File: src/rtl/mul_seq_pkg.sv
// Shared definitions for the sequential shift-add multiplier controller.
package mul_seq_pkg;

    typedef enum logic [1:0] {
        IDLE = 2'd0,
        BUSY = 2'd1,
        DONE = 2'd2
    } mul_state_e;

    // Plain-vector state codes for legacy consumers that compare raw bits.
    localparam logic [1:0] ST_IDLE = IDLE;
    localparam logic [1:0] ST_BUSY = BUSY;
    localparam logic [1:0] ST_DONE = DONE;

    localparam int MUL_ITERS = 32;
    localparam int CNT_W     = $clog2(MUL_ITERS);

endpackage

File: src/rtl/mul_seq_ctrl_adder.sv
// Existing 32-bit shared adder; sum only, carry is recovered by the caller.
module mul_seq_ctrl_adder (
    input  logic [31:0] inp1,
    input  logic [31:0] inp2,
    output logic [31:0] out
);

    assign out = inp1 + inp2;

endmodule

File: src/rtl/mul_seq_ctrl.sv
// Sequential unsigned multiplier: one shift-add iteration per cycle, 32 cycles per product.
import mul_seq_pkg::*;

module mul_seq_ctrl #(
    parameter int WIDTH = 32
) (
    input  logic                 clk,
    input  logic                 rst,
    input  logic                 start_valid,
    output logic                 start_ready,
    input  logic [WIDTH-1:0]     op_a,
    input  logic [WIDTH-1:0]     op_b,
    output logic                 res_valid,
    input  logic                 res_ready,
    output logic [2*WIDTH-1:0]   result,
    output logic                 busy
);

    localparam logic [CNT_W-1:0] CNT_LAST = CNT_W'(MUL_ITERS - 1);

    logic [1:0]           state;
    logic [WIDTH-1:0]     m;
    logic [2*WIDTH-1:0]   p;
    logic [CNT_W-1:0]     cnt;

    logic [WIDTH-1:0]     p_hi;
    logic [WIDTH-1:0]     sum;
    logic                 add_c;
    logic [WIDTH-1:0]     add_s;

    assign p_hi = p[2*WIDTH-1:WIDTH];

    mul_seq_ctrl_adder u_adder (
        .inp1 (p_hi),
        .inp2 (m),
        .out  (sum)
    );

    // Carry recovered by wrap detection so the shared adder stays the only adder here.
    assign add_c = p[0] ? (sum < p_hi) : 1'b0;
    assign add_s = p[0] ? sum : p_hi;

    always_ff @(posedge clk) begin
        if (rst) begin
            state <= ST_IDLE;
            m     <= '0;
            p     <= '0;
            cnt   <= '0;
        end else begin
            case (state)
                ST_IDLE: begin
                    if (start_valid) begin
                        m     <= op_a;
                        p     <= {{WIDTH{1'b0}}, op_b};
                        cnt   <= '0;
                        state <= ST_BUSY;
                    end
                end
                ST_BUSY: begin
                    p   <= {add_c, add_s, p[WIDTH-1:1]};
                    cnt <= cnt + CNT_W'(1);
                    if (cnt == CNT_LAST) state <= ST_DONE;
                end
                ST_DONE: begin
                    if (res_ready) state <= ST_IDLE;
                end
                default: state <= ST_IDLE;
            endcase
        end
    end

    assign start_ready = (state == ST_IDLE);
    assign busy        = (state == ST_BUSY);
    assign res_valid   = (state == ST_DONE);
    assign result      = p;

endmodule

File: config.mk
export PLATFORM = sky130hd
export DESIGN_NAME = mul_seq_ctrl
export DESIGN_NICKNAME = d
export VERILOG_FILES = /design/src/rtl/mul_seq_pkg.sv /design/src/rtl/mul_seq_ctrl_adder.sv /design/src/rtl/mul_seq_ctrl.sv
export SDC_FILE = /design/constraint.sdc
export NUM_CORES = 1
export LEC_CHECK = 0
export ABC_AREA = 1
export BUFFER_PORTS_ARGS = -buffer_cell sky130_fd_sc_hd__buf_2
export CORE_MARGIN = 1
export CORE_UTILIZATION = 40
export CTS_CLUSTER_SIZE = 20
export DETAILED_ROUTE_END_ITERATION = 6
export SYNTH_ARGS = -nofsm -noshare
export SYNTH_HDL_FRONTEND = slang
export SYNTH_SLANG_ARGS = --single-unit
File: constraint.sdc
create_clock -name clk -period 3.1 [get_ports clk]
set_clock_uncertainty 0.2 [all_clocks]
set_input_delay 0 -clock clk [delete_from_list [all_inputs] [get_ports clk]]
set_output_delay 0 -clock clk [all_outputs]
set_load 0.01 [all_outputs]
==> results_dict.tcl, run 1 <==
set metrics [dict create \
    area_growth_pct 32.7 \
    pwr-share-comb 0.287 \
    cts_max_level 3 \
    place_hpwl_um 16000 \
    grt_max_degree 66 \
    p_int_w 0.00256 \
    path_class "reg -> reg" \
    coreArea_um2 18100 \
    finalPower_w 0.00387 \
    synth-async-reset-ratio 0 \
    synth_cells 1189 \
    setup_viol 0 \
    grt_overflow_total 0 \
    diodes 0 \
    first_iter_violations 520 \
    grt_util_met3 0.0407 \
    hold_viol 0 \
    use_met1 0.311 \
    fillers 1827 \
    min_path_type "in -> reg" \
    ys.flop_type "dfxtp_1" \
    status "finished, violations left" \
    track_usage 0.235 \
    detail-route-antenna-nets 0 \
    max_freq_mhz 339 \
    p_seq_frac 0.392 \
    crit_path_frequent_cell "nand2_1" \
    violations "DRC" \
    synthesis.nets 1323 \
    place_congestion 0.939 \
    ys_warn_count 0 \
    synth.area.top_cells "dfxtp_1, nand2_1, ha_1" \
    synth_cell_types 41 \
    dieHeight_um 139 \
    ios 135 \
    viasPerCell 4.95 \
    antenna_found_initial 0 \
    peakVddDrop_mv 0.328 \
    synth_top_area_share 0.275 \
    cts.path.max_buffers 2 \
    dr.pass1.iters 7 \
    clkLatencyLatePin_ns 0.37 \
    cts_tree "yes" \
    rrSetupSlack_ns 0.15 \
    p_leak_nw 4.84 \
    dr_total_vias 8012 \
    die_x_um 139 \
    yosysTopAreaCell "dfxtp_1" \
    nets 1520 \
    cap_violations 0 \
    synth-edff-count 0 \
    clk_pin_slew_worst_paths_ns 0.08 \
    tightest_slew_ns 0.856 \
    drc_errors 6 \
    slowest_stage "dfxtp_1" \
    synth.avg_cell_area_um2 6.31 \
    cts_root_buffer "clkbuf_16" \
    path_max_fanout 4 \
    drive_gt1_frac 0.237 \
    timing.final.crit_share 0.951 \
    powerDensity_nw_per_um2 389 \
    grt_pass1_vias 7508 \
    end_kind "flip-flop" \
    wl_per_cell_um 14.0 \
    start_util 0.413 \
    p_sw_w 0.00132 \
    slew-limit-headroom 0.428 \
    fin_util 0.549 \
    ys_seq_area_frac 0.275 \
    critPathMaxStageDelay_ns 0.42 \
    port-buffer-count 134 \
    mostFrequentLayoutCells "nand2_1, inv_1, buf_2" \
    critPathLaunchType "flip-flop" \
    worstPathRequired_ns 3.13 \
    grt_pass1_wl_um 36900 \
    synth_seq_cells 103 \
    wl_um 22700 \
    final_common_cell "nand2_1" \
    top_usage_layer "met2" \
    rows 49 \
    cts_buffers 9 \
    period_minus_slack_ns 2.95 \
    syn_area_um2 7500 \
    die_area_um2 19300 \
    worstPathCellList "ha_4 -> nand2_1 -> inv_1 -> nand2_2 -> inv_1 -> a21oi_1 -> nand2_2 -> buf_4 -> xor2_2 -> ha_1 -> nand2_1 -> inv_1 -> nand3_1 -> nor3_1 -> nand2_1 -> nand2_2 -> nand2_1 -> nand2_1 -> a21oi_1" \
    cp.arrival_ns 2.98 \
    numClockSinks 103 \
    gr-usage-met2 0.398 \
    pwr-share-clk 0.322 \
    switching_share 0.340 \
    slew_viol_final 0 \
]
==> worst paths after layout <==
kind                                           from                       to  cells after the start
worst max-delay path             m[10]$_SDFFE_PP0P_  result[63]$_SDFFE_PP0P_                     19
worst min-delay path                    start_valid       m[30]$_SDFFE_PP0P_                      5
worst max register to register   m[10]$_SDFFE_PP0P_  result[63]$_SDFFE_PP0P_                     19
worst min register to register  cnt[3]$_SDFFE_PP0P_      cnt[3]$_SDFFE_PP0P_                      2
==> registers in the layout, summed over array words and instances, names as in the netlist <==
signal and flops:
cnt 5, m 32, result 64, state 2
==> Yosys cell counts, drive strengths merged (6+ instances only) <==
cell type  number
ha             65
a31oi          31
nand4           6
o21ai          89
inv           168
dfxtp         103
clkbuf         21
nand2         379
xor2           14
nor2          113
a21oi         106
buf            24
nand3          48
==> cell type report <==
cell class                      count  area (µm²)  area share
Clock buffer                        9         225      0.0226
Clock inverter                      7        95.1     0.00955
Inverter                          168         633      0.0636
Multi-Input combinational cell    872        5020       0.505
Sequential cell                   103        2100       0.211
Tap cell                          229         287      0.0288
Timing Repair Buffer              232        1590       0.160
==> metrics by stage <==
step	area, µm²	worst slack, ns	setup TNS [ns]	hold WS [ns]	cells
after floorplan	7500	0.210	0	-0.0407	1189
after global placement	8470	-0.0349	-0.0349	0.0511	1536
after detailed placement	8470	-0.00986	-0.00986	0.0571	1536
after CTS	9460	0.0176	0	0.0129	1617
after global routing	9960	-0.0530	-0.0530	0.0425	1620
final	9960	0.152	0	0.0250	1620
==> worst max-delay path, delay by kind of cell, from the launching register on <==
kind	cells	cell delay [ns]
xor+xnor	1	0.15
simple gates	10	0.93
flops	1	0.42
buf+inv	4	0.35
compound gates	2	0.22
fa+ha+maj	2	0.52
==> kinds of logic (layout without fill, tap and decap cells) <==
kind of cell               after synthesis  in the layout  synth area share
adders and majority gates               66             66             0.111
buffers and inverters                  214            416             0.117
AOI/OAI and AO/OA                      238            238             0.172
xor gates and xnor gates                15             15            0.0205
and+or+nand+nor                        553            553             0.305
DFF                                    103            103             0.275
==> routing by layer <==
layer / routed length (µm) / vias up / part of all wire
met5: 0 / - / 0
met4: 279 / 0 / 0.012
met3: 1140 / 15 / 0.050
met2: 10400 / 206 / 0.46
met1: 10800 / 3597 / 0.48
li1: - / 4194 / -
==> power groups by stage <==
stage	Sequential [W]	Clock, W	Combinational [W]
3_5_place_dp	0.00153	0	0.000977
5_1_grt	0.00153	0.00133	0.00125
6_report	0.00152	0.00125	0.00111
3_3_place_gp	0.00153	0	0.000972
2_1_floorplan	0.00154	0	0.000643
4_1_cts	0.00150	0.00128	0.00105
==> timing repair <==
action,4_1_cts,5_1_grt
cloned,0,0
hold buffers,65,0
pin swaps,2,12
endpoints found under the hold margin,65,0
gates resized for setup,9,100
setup buffers,0,4
setup endpoints to repair,1,1
Note: power is estimated with default switching activity, not from simulation.
==> run 2: changes to the inputs <==
--- a/config.mk
+++ b/config.mk
@@ -8,8 +8,11 @@
 export ABC_AREA = 1
 export BUFFER_PORTS_ARGS = -buffer_cell sky130_fd_sc_hd__buf_2
+export CELL_PAD_IN_SITES_DETAIL_PLACEMENT = 0
+export CELL_PAD_IN_SITES_GLOBAL_PLACEMENT = 1
 export CORE_MARGIN = 1
 export CORE_UTILIZATION = 40
 export CTS_CLUSTER_SIZE = 20
 export DETAILED_ROUTE_END_ITERATION = 6
+export PLACE_DENSITY_LB_ADDON = 0.1
 export SYNTH_ARGS = -nofsm -noshare
 export SYNTH_HDL_FRONTEND = slang
==> constraint.sdc (replaced) <==
create_clock -name clk -period 3.1 [get_ports clk]
set_clock_uncertainty 0.2 [all_clocks]
set_input_delay 0.465 -clock clk [delete_from_list [all_inputs] [get_ports clk]]
set_output_delay 0.465 -clock clk [all_outputs]
set_load 0.01 [all_outputs]
==> results_dict.tcl, run 2 (same netlist as run 1, synthesis figures left out) <==
set metrics [dict create \
    status "finished, violations left" \
    violations "DRC" \
    slew-limit-headroom 0.387 \
    grt_pass1_wl_um 37500 \
    powerDensity_nw_per_um2 396 \
    grt_overflow_total 0 \
    antenna_found_initial 1 \
    rows 49 \
    p_sw_w 0.00136 \
    p_seq_frac 0.394 \
    grt_pass1_vias 7413 \
    wl_per_cell_um 14.2 \
    dr_total_vias 7707 \
    crit_path_frequent_cell "nand2_1" \
    cts_hold_buf 0 \
    cts_buffers 9 \
    dr.pass1.iters 7 \
    port-buffer-count 134 \
    timing.final.crit_share 0.992 \
    clk_pin_slew_worst_paths_ns 0.09 \
    cts_max_level 3 \
    tightest_slew_ns 0.918 \
    cts_tree "yes" \
    grt_max_degree 67 \
    critical_path.top_delay_family "simple AND/OR/NAND/NOR gates" \
    p_leak_nw 4.80 \
    numClockSinks 103 \
    slew_viol_final 0 \
    track_usage 0.242 \
    wl_um 22700 \
    viasPerCell 4.84 \
    path_max_fanout 2 \
    path_class "reg -> reg" \
    timing.setup.tns_ns 0 \
    worstPathRequired_ns 3.14 \
    period_minus_slack_ns 3.08 \
    detail-route-antenna-nets 0 \
    ios 135 \
    critPathLaunchType "flip-flop" \
    cts.path.max_buffers 2 \
    pre_cts_ws_ns -0.280 \
    pwr-share-clk 0.319 \
    coreArea_um2 18100 \
    fillers 1908 \
    final_area_um2 9720 \
    place_hpwl_um 16400 \
    switching_share 0.354 \
    p_int_w 0.00249 \
    critPathMaxStageDelay_ns 0.37 \
    max_freq_mhz 325 \
    dieHeight_um 139 \
    largest_register_ff_count 64 \
    finalPower_w 0.00385 \
    drive_gt1_frac 0.293 \
    crit_buf_inv 4 \
    die_x_um 139 \
    pwr-share-comb 0.286 \
    final_common_cell "nand2_1" \
    first_iter_violations 371 \
    hold_viol 0 \
    end_kind "flip-flop" \
    start_util 0.413 \
    clkLatencyLatePin_ns 0.37 \
    drc_errors 5 \
    worstPathCellList "ha_4 -> inv_2 -> fa_2 -> inv_2 -> buf_4 -> nand2_1 -> nand3_2 -> nand2_2 -> nand2_2 -> buf_4 -> nand2_2 -> nand3_2 -> nand2_1 -> ha_1 -> nand4_1 -> nor4_4 -> nand2_1 -> nand2_1 -> a21oi_1" \
    cp.arrival_ns 3.11 \
    nets 1492 \
    area_growth_pct 29.6 \
    slowest_stage "dfxtp_2" \
    mostFrequentLayoutCells "nand2_1, inv_1, buf_2" \
    dpl-instance-area_um2 8620 \
    setup_viol 0 \
    rsz0062_at_grt "yes" \
    place_congestion 0.892 \
    fin_util 0.536 \
    diodes 0 \
    cts_root_buffer "clkbuf_16" \
    peakVddDrop_mv 0.274 \
    die_area_um2 19300 \
    min_path_type "in -> reg" \
    cap_violations 0 \
    setup_slack_ns 0.0242 \
]
==> run 2: worst register-to-register path: cells and delay by family, from the launching register on <==
| kind | cells | cell delay (ns) |
|---|---|---|
| AO/OA/AOI/OAI | 1 | 0.06 |
| adder cells (fa/ha/maj) | 3 | 0.79 |
| flip-flops | 1 | 0.37 |
| AND/OR/NAND/NOR | 11 | 1.22 |
| buffers and inverters | 4 | 0.32 |
==> run 2: final cells by class <==
type	instances	area [µm²]	area share
multi-input combinational	872	5180	0.533
sequential	103	2120	0.218
timing repair buffer	204	1200	0.123
inverter	168	633	0.0651
tap	229	287	0.0295
clock buffer	10	239	0.0246
clock inverter	6	67.6	0.00695
==> run 2: metal layers <==
layer	wire length (µm)	up-vias	global-route usage
li1	-	4131	-
met1	11000	3415	0.316
met2	10400	140	0.408
met3	970	19	0.0442
met4	344	2	0.0637
met5	9	-	0
==> run 2: path summary, 6_finish.rpt <==
kind,cells after the start,startpoint,end,slack [ns]
max reg2reg,19,result[32]$_SDFFE_PP0P_,result[63]$_SDFFE_PP0P_,0.02
max,19,result[32]$_SDFFE_PP0P_,result[63]$_SDFFE_PP0P_,0.02
min reg2reg,2,cnt[4]$_SDFFE_PP0P_,cnt[4]$_SDFFE_PP0P_,0.27
min,3,op_a[21],m[21]$_SDFFE_PP0P_,0.14
==> run 2: metrics by stage <==
| stage | hold WS (ns) | instances |
|---|---|---|
| final | 0.137 | 1592 |
| after CTS | 0.132 | 1587 |
| after global placement | 0.254 | 1559 |
| after global routing | 0.147 | 1592 |
| after floorplan | 0.243 | 1189 |
| after detailed placement | 0.260 | 1559 |
==> run 2: timing repair <==
action	4_1_cts	5_1_grt
setup endpoints to repair	1	1
resized for setup	83	71
buffers inserted	12	5
pin swaps	18	21
gates cloned	0	0
==> run 2: power by group through the flow <==
stage / registers, W / clock network [W] / logic (W)
detailed placement: 0.00152 / 0 / 0.000993
CTS: 0.00151 / 0.00125 / 0.00106
floorplan: 0.00154 / 0 / 0.000643
global route: 0.00153 / 0.00131 / 0.00125
global placement: 0.00152 / 0 / 0.000988
finish: 0.00152 / 0.00123 / 0.00110
